`src/rtl/key_scan_encoder.sv`:
```
// -----------------------------------------------------------------------------
// key_scan_encoder
//
// Debounced priority encoder for a bank of active-low key lines. The raw key
// lines are synchronized, the highest active index is taken as the key code,
// and a four-state FSM debounces both press and release. Each debounced press
// posts one event into a single-entry valid/ready register. An event that
// arrives while the register is still full is dropped, and the sticky
// overflow flag is set.
//
// Parameters
//   N_KEYS     number of key inputs (2..64)
//   DB_CYCLES  debounce length in clk cycles (2..65535)
//
// Ports
//   clk        single clock, rising edge
//   rst        asynchronous active-high reset
//   S_n        raw key lines, active-low, asynchronous to clk
//   evt_ready  consumer accepts the pending event
//   ovf_clr    synchronous clear of the overflow flag
//   L          code of the debounced held key, 0 when none held
//   GS         debounced key-held flag
//   evt_valid  press event pending
//   evt_code   code of the pending press event
//   ovf        sticky event-lost flag
// -----------------------------------------------------------------------------
module key_scan_encoder #(
    parameter int N_KEYS    = 10,
    parameter int DB_CYCLES = 16,
    localparam int CW       = $clog2(N_KEYS)
) (
    input  logic              clk,
    input  logic              rst,
    input  logic [N_KEYS-1:0] S_n,
    input  logic              evt_ready,
    input  logic              ovf_clr,
    output logic [CW-1:0]     L,
    output logic              GS,
    output logic              evt_valid,
    output logic [CW-1:0]     evt_code,
    output logic              ovf
);

    localparam int CNT_W = $clog2(DB_CYCLES + 1);
    localparam logic [CNT_W-1:0] CNT_ONE  = CNT_W'(1);
    localparam logic [CNT_W-1:0] CNT_LAST = CNT_W'(DB_CYCLES - 1);

    typedef enum logic [1:0] {
        IDLE     = 2'd0,
        DEBOUNCE = 2'd1,
        PRESSED  = 2'd2,
        RELEASE  = 2'd3
    } state_t;

    // ------------------------------------------------------------------
    // Two-flop synchronizer. Resets to all-ones so that the idle (released)
    // level is presented right after reset; a key still held through reset
    // is therefore seen as a fresh press and debounced again in full.
    // ------------------------------------------------------------------
    logic [N_KEYS-1:0] sync1_reg;
    logic [N_KEYS-1:0] sync2_reg;

    always_ff @(posedge clk or posedge rst) begin
        if (rst) begin
            sync1_reg <= '1;
            sync2_reg <= '1;
        end else begin
            sync1_reg <= S_n;
            sync2_reg <= sync1_reg;
        end
    end

    // Active-high key vector, built bit by bit from the synchronized lines.
    logic [N_KEYS-1:0] active;

    genvar gi;
    generate
        for (gi = 0; gi < N_KEYS; gi++) begin : g_active
            assign active[gi] = ~sync2_reg[gi];
        end
    endgenerate

    // Priority encoder: the loop runs upward, so the highest active index
    // is the last one assigned and wins.
    logic [CW-1:0] enc_code;
    logic          key_any;

    always_comb begin
        enc_code = '0;
        for (int i = 0; i < N_KEYS; i++) begin
            if (active[i]) begin
                enc_code = CW'(i);
            end
        end
    end

    assign key_any = |active;

    // ------------------------------------------------------------------
    // Debounce FSM: state register
    // ------------------------------------------------------------------
    state_t            state_reg;
    state_t            state_next;
    logic [CNT_W-1:0]  cnt_reg;
    logic [CNT_W-1:0]  cnt_next;
    logic [CW-1:0]     cand_reg;
    logic [CW-1:0]     cand_next;
    logic              post_evt;

    always_ff @(posedge clk or posedge rst) begin
        if (rst) begin
            state_reg <= IDLE;
            cnt_reg   <= '0;
            cand_reg  <= '0;
        end else begin
            state_reg <= state_next;
            cnt_reg   <= cnt_next;
            cand_reg  <= cand_next;
        end
    end

    // ------------------------------------------------------------------
    // Debounce FSM: next-state logic
    // The counter holds the number of consecutive stable cycles seen so far.
    // The transition fires on the edge where it would reach DB_CYCLES, so
    // the first stable sample (counter=1) is the first of the DB_CYCLES.
    // ------------------------------------------------------------------
    always_comb begin
        state_next = state_reg;
        cnt_next   = cnt_reg;
        cand_next  = cand_reg;
        post_evt   = 1'b0;

        case (state_reg)
            IDLE: begin
                if (key_any) begin
                    cand_next  = enc_code;
                    cnt_next   = CNT_ONE;
                    state_next = DEBOUNCE;
                end
            end

            DEBOUNCE: begin
                if (!key_any) begin
                    cnt_next   = '0;
                    state_next = IDLE;
                end else if (enc_code != cand_reg) begin
                    // Candidate moved: restart the stability window.
                    cand_next = enc_code;
                    cnt_next  = CNT_ONE;
                end else if (cnt_reg == CNT_LAST) begin
                    cnt_next   = cnt_reg + CNT_ONE;
                    state_next = PRESSED;
                    post_evt   = 1'b1;
                end else begin
                    cnt_next = cnt_reg + CNT_ONE;
                end
            end

            PRESSED: begin
                // Code changes while held are ignored; only release matters.
                if (!key_any) begin
                    cnt_next   = CNT_ONE;
                    state_next = RELEASE;
                end
            end

            RELEASE: begin
                if (key_any) begin
                    // Re-bounce: back to held, the press is not re-reported.
                    state_next = PRESSED;
                end else if (cnt_reg == CNT_LAST) begin
                    cnt_next   = '0;
                    state_next = IDLE;
                end else begin
                    cnt_next = cnt_reg + CNT_ONE;
                end
            end

            default: begin
                cnt_next   = '0;
                state_next = IDLE;
            end
        endcase
    end

    // ------------------------------------------------------------------
    // Debounce FSM: outputs
    // Decoded from state so that reset clears them without waiting for an edge.
    // ------------------------------------------------------------------
    always_comb begin
        GS = 1'b0;
        L  = '0;
        if (state_reg == PRESSED || state_reg == RELEASE) begin
            GS = 1'b1;
            L  = cand_reg;
        end
    end

    // ------------------------------------------------------------------
    // Single-entry event register with sticky overflow
    // ------------------------------------------------------------------
    logic handshake;
    logic evt_lost;

    assign handshake = evt_valid && evt_ready;
    // A post can only be taken if the slot is empty or is being drained now.
    assign evt_lost  = post_evt && evt_valid && !evt_ready;

    always_ff @(posedge clk or posedge rst) begin
        if (rst) begin
            evt_valid <= 1'b0;
            evt_code  <= '0;
        end else if (post_evt && !evt_lost) begin
            evt_valid <= 1'b1;
            evt_code  <= cand_reg;
        end else if (handshake) begin
            evt_valid <= 1'b0;
        end
    end

    // Overflow wins over a simultaneous clear so that a loss is never missed.
    always_ff @(posedge clk or posedge rst) begin
        if (rst) begin
            ovf <= 1'b0;
        end else if (evt_lost) begin
            ovf <= 1'b1;
        end else if (ovf_clr) begin
            ovf <= 1'b0;
        end
    end

endmodule

```
`config.mk`:
```
export PLATFORM = sky130hd
export DESIGN_NAME = key_scan_encoder
export DESIGN_NICKNAME = d
export VERILOG_FILES = /design/src/rtl/key_scan_encoder.sv
export SDC_FILE = /design/constraint.sdc
export NUM_CORES = 1
export LEC_CHECK = 0
export ABC_AREA = 0
export CORE_MARGIN = 2
export CORE_UTILIZATION = 50
export CTS_CLUSTER_SIZE = 14
export DETAILED_ROUTE_END_ITERATION = 6
export PLACE_DENSITY = 0.79
export SLEW_MARGIN = 5
export SYNTH_ARGS = -nofsm -noshare
export SYNTH_HDL_FRONTEND = slang
export SYNTH_SLANG_ARGS = --single-unit
```
`constraint.sdc`:
```
create_clock -name clk -period 4.65 [get_ports clk]
set_clock_uncertainty 0.05 [all_clocks]
set_input_delay 0.93 -clock clk [delete_from_list [all_inputs] [get_ports clk]]
set_output_delay 0.93 -clock clk [all_outputs]
set_load 0.005 [all_outputs]
```
==> flow_summary.toml <==
[floorplan]
die_w_um = 61.89
start_util_pct = 51.01
die_y_um = 61.89
die_area_mm2 = 0.003830
core-area_mm2 = 0.003284
rows = 21
io-pin-count = 25

[drt]
viasPerCell = 5.420
first_pass_iters = 4
ant_nets = 0
wl_mm = 2.917
post_drt_wl_per_cell_um = 13.32
drt_iter0_markers = 39
drcViolationCount = 0
num_vias = 1187

[worst_setup_path]
required_ns = 3.67
r2r_start = "sync2_reg[5]$_DFF_PP1_"
reg2reg_slack_ns = 2.24
cp_data_arrival_time_ns = 1.69
worst_setup_path_start_kind = "flop"
timing.rr.end = "evt_code[3]$_DFFE_PP0P_"
reg2reg_depth = 6
cp_max_fo = 17
crit_type = "flop to output pin"
endpoint_kind = "output pin"

[yosys]
ys_types = 44
ys.warnings.count = 0
synth_nets = 163
synth_common_cells = "dfstp_2 (20), dfrtp_1 (17), nand2_1 (10)"
yosysMostFrequentCell = "dfstp_2"
synth_area_per_cell_um2 = 11.48
synthTopCellsByArea = "dfstp_2 (31%), dfrtp_1 (25%), mux2_2 (3.4%)"
synth_seq_cells = 37
synthArstFlopShare_pct = 100.0
ys_seq_area_share_pct = 56.76
synth_ff_type = "dfstp_2"
syn-cell-area_mm2 = 0.001675
netlist.area_leader.share_pct = 31.37
synth_cells = 146
synth_enable_flop_cells = 0
synth_top_area_cell = "dfstp_2"

[cells_and_area]
seqCellArea_um2 = 950.9
layout-drive-gt1-share_pct = 21.97
nets = 189
final_core_util_pct = 61.07
antenna_cells = 0
stdcell_area_mm2 = 0.002006
multi_input_area_um2 = 676.9
fillerInstances = 288
area_growth_pct = 19.72

[global_route]
antenna_found_initial = 0
grt_use_total_pct = 18.11
grt_pass1_wl_mm = 4.912
grt_max_degree = 38
overflow = 0
first_global_vias = 1101

[min_path]
min_from = "sync1_reg[8]$_DFF_PP1_"
min_to = "sync2_reg[8]$_DFF_PP1_"
hp-class = "flop to flop"
hold_depth = 0

[timing]
hold_viol = 0
tightest_slew_ns = 0.6048
drv_slew = 0
fmax_mhz = 374.9
relSlewSlack_pct = 59.34
setup_ws_ns = 1.982
period_share_pct = 57.37
layout_min_cycle_time_ns = 2.668
setup_viol = 0
rsz0062_at_grt = "false"
setup_tns_ns = 0

[place]
place_congestion = 0.7571
dp_slack_ns = 2.128
numPortBuffers = 24
dp_hpwl_mm = 2.116
placed_cell_area_mm2 = 0.001956

[cts]
cts.sinks = 37
post-cts-setup-buffers = 0
root_buffer = "clkbuf_4"
clk_latency_ns = 0.33
cts.path.max_buffers = 2
clk_pin_slew_ns = 0.10
cts_buffers = 5
cts-htree-levels = 2
cts_resized = 0
cts_tree = "done"
hold_buffers = 0

[outcome]
status = "finished clean"

[power]
irDropWorstVdd_mv = 0.2071
powerDensity_mw_per_mm2 = 290.7
power_leakage_uw = 0.0008107

[flow_run]
maxCapViolCount = 0
==> cell families (layout without fill, tap and decap cells) <==
family	after synthesis	count (layout)	synth area share, %
compound gates	32	32	14.64
flops	37	37	56.76
buf+inv	12	39	2.837
xor+xnor	2	2	1.046
simple gates	54	54	18.52
fa+ha+maj	3	3	2.241
mux	6	6	3.958
==> area by class of cell <==
type / instances / area share [%]
Timing Repair Buffer: 25 / 12.35
Sequential cell: 37 / 47.41
Multi-Input combinational cell: 97 / 33.75
Clock buffer: 7 / 2.246
Clock inverter: 1 / 0.2495
Tap cell: 46 / 2.870
Inverter: 6 / 1.123
==> where the power goes <==
group / switching [µW] / leakage (µW) / internal, µW
clock network: 96.4 / 0.0000293 / 58.9
registers: 16.9 / 0.000429 / 346
logic: 31.5 / 0.000352 / 33.5
total: 145 / 0.000811 / 438
==> metal layers <==
layer  global-route usage (%)  share of wire, %  vias up
met1                    22.01                44      571
met3                    5.590               4.1        8
li1                         -                 -      581
met5                        0                 0        -
met4                    7.295               2.2        0
met2                    30.08                50       27
==> critical path: stages (launching register included) <==
cell             delay, ns
dfrtp_1               0.66
and2_1                0.20
clkdlybuf4s50_1       0.49
==> layout by cell type (no fill, tap or decap), types with 5 or more instances in the layout <==
cell type and count:
clkdlybuf4s50_1 24, dfrtp_1 17, nand2_1 10, dfstp_2 20
inv_1 6, and2_1 8, mux2_2 5, clkbuf_4 5
nand2b_1 7, nor2_1 6
==> stage by stage <==
step | power [µW] | hold WS [ns] | instances
floorplan | 411.5 | 0.2952 | 146
global placement | 431.1 | 0.2955 | 211
detailed placement | 434.2 | 0.2968 | 211
CTS | 591.0 | 0.3124 | 219
global route | 617.2 | 0.3171 | 219
finish | 583.0 | 0.3108 | 219
==> worst max-delay path by stage <==
stage	slack, ns	startpoint	endpoint	cells past startpoint
after floorplan	2.43	sync2_reg[5]$_DFF_PP1_	evt_code[0]$_DFFE_PP0P_	6
after global placement	2.15	evt_ready	evt_code[2]$_DFFE_PP0P_	5
after detailed placement	2.13	evt_ready	evt_code[3]$_DFFE_PP0P_	5
after CTS	1.96	flop	L[1]	2
after global routing	1.84	flop	L[3]	2
final	1.98	flop	L[1]	2
(Power assumes the default switching activity.)
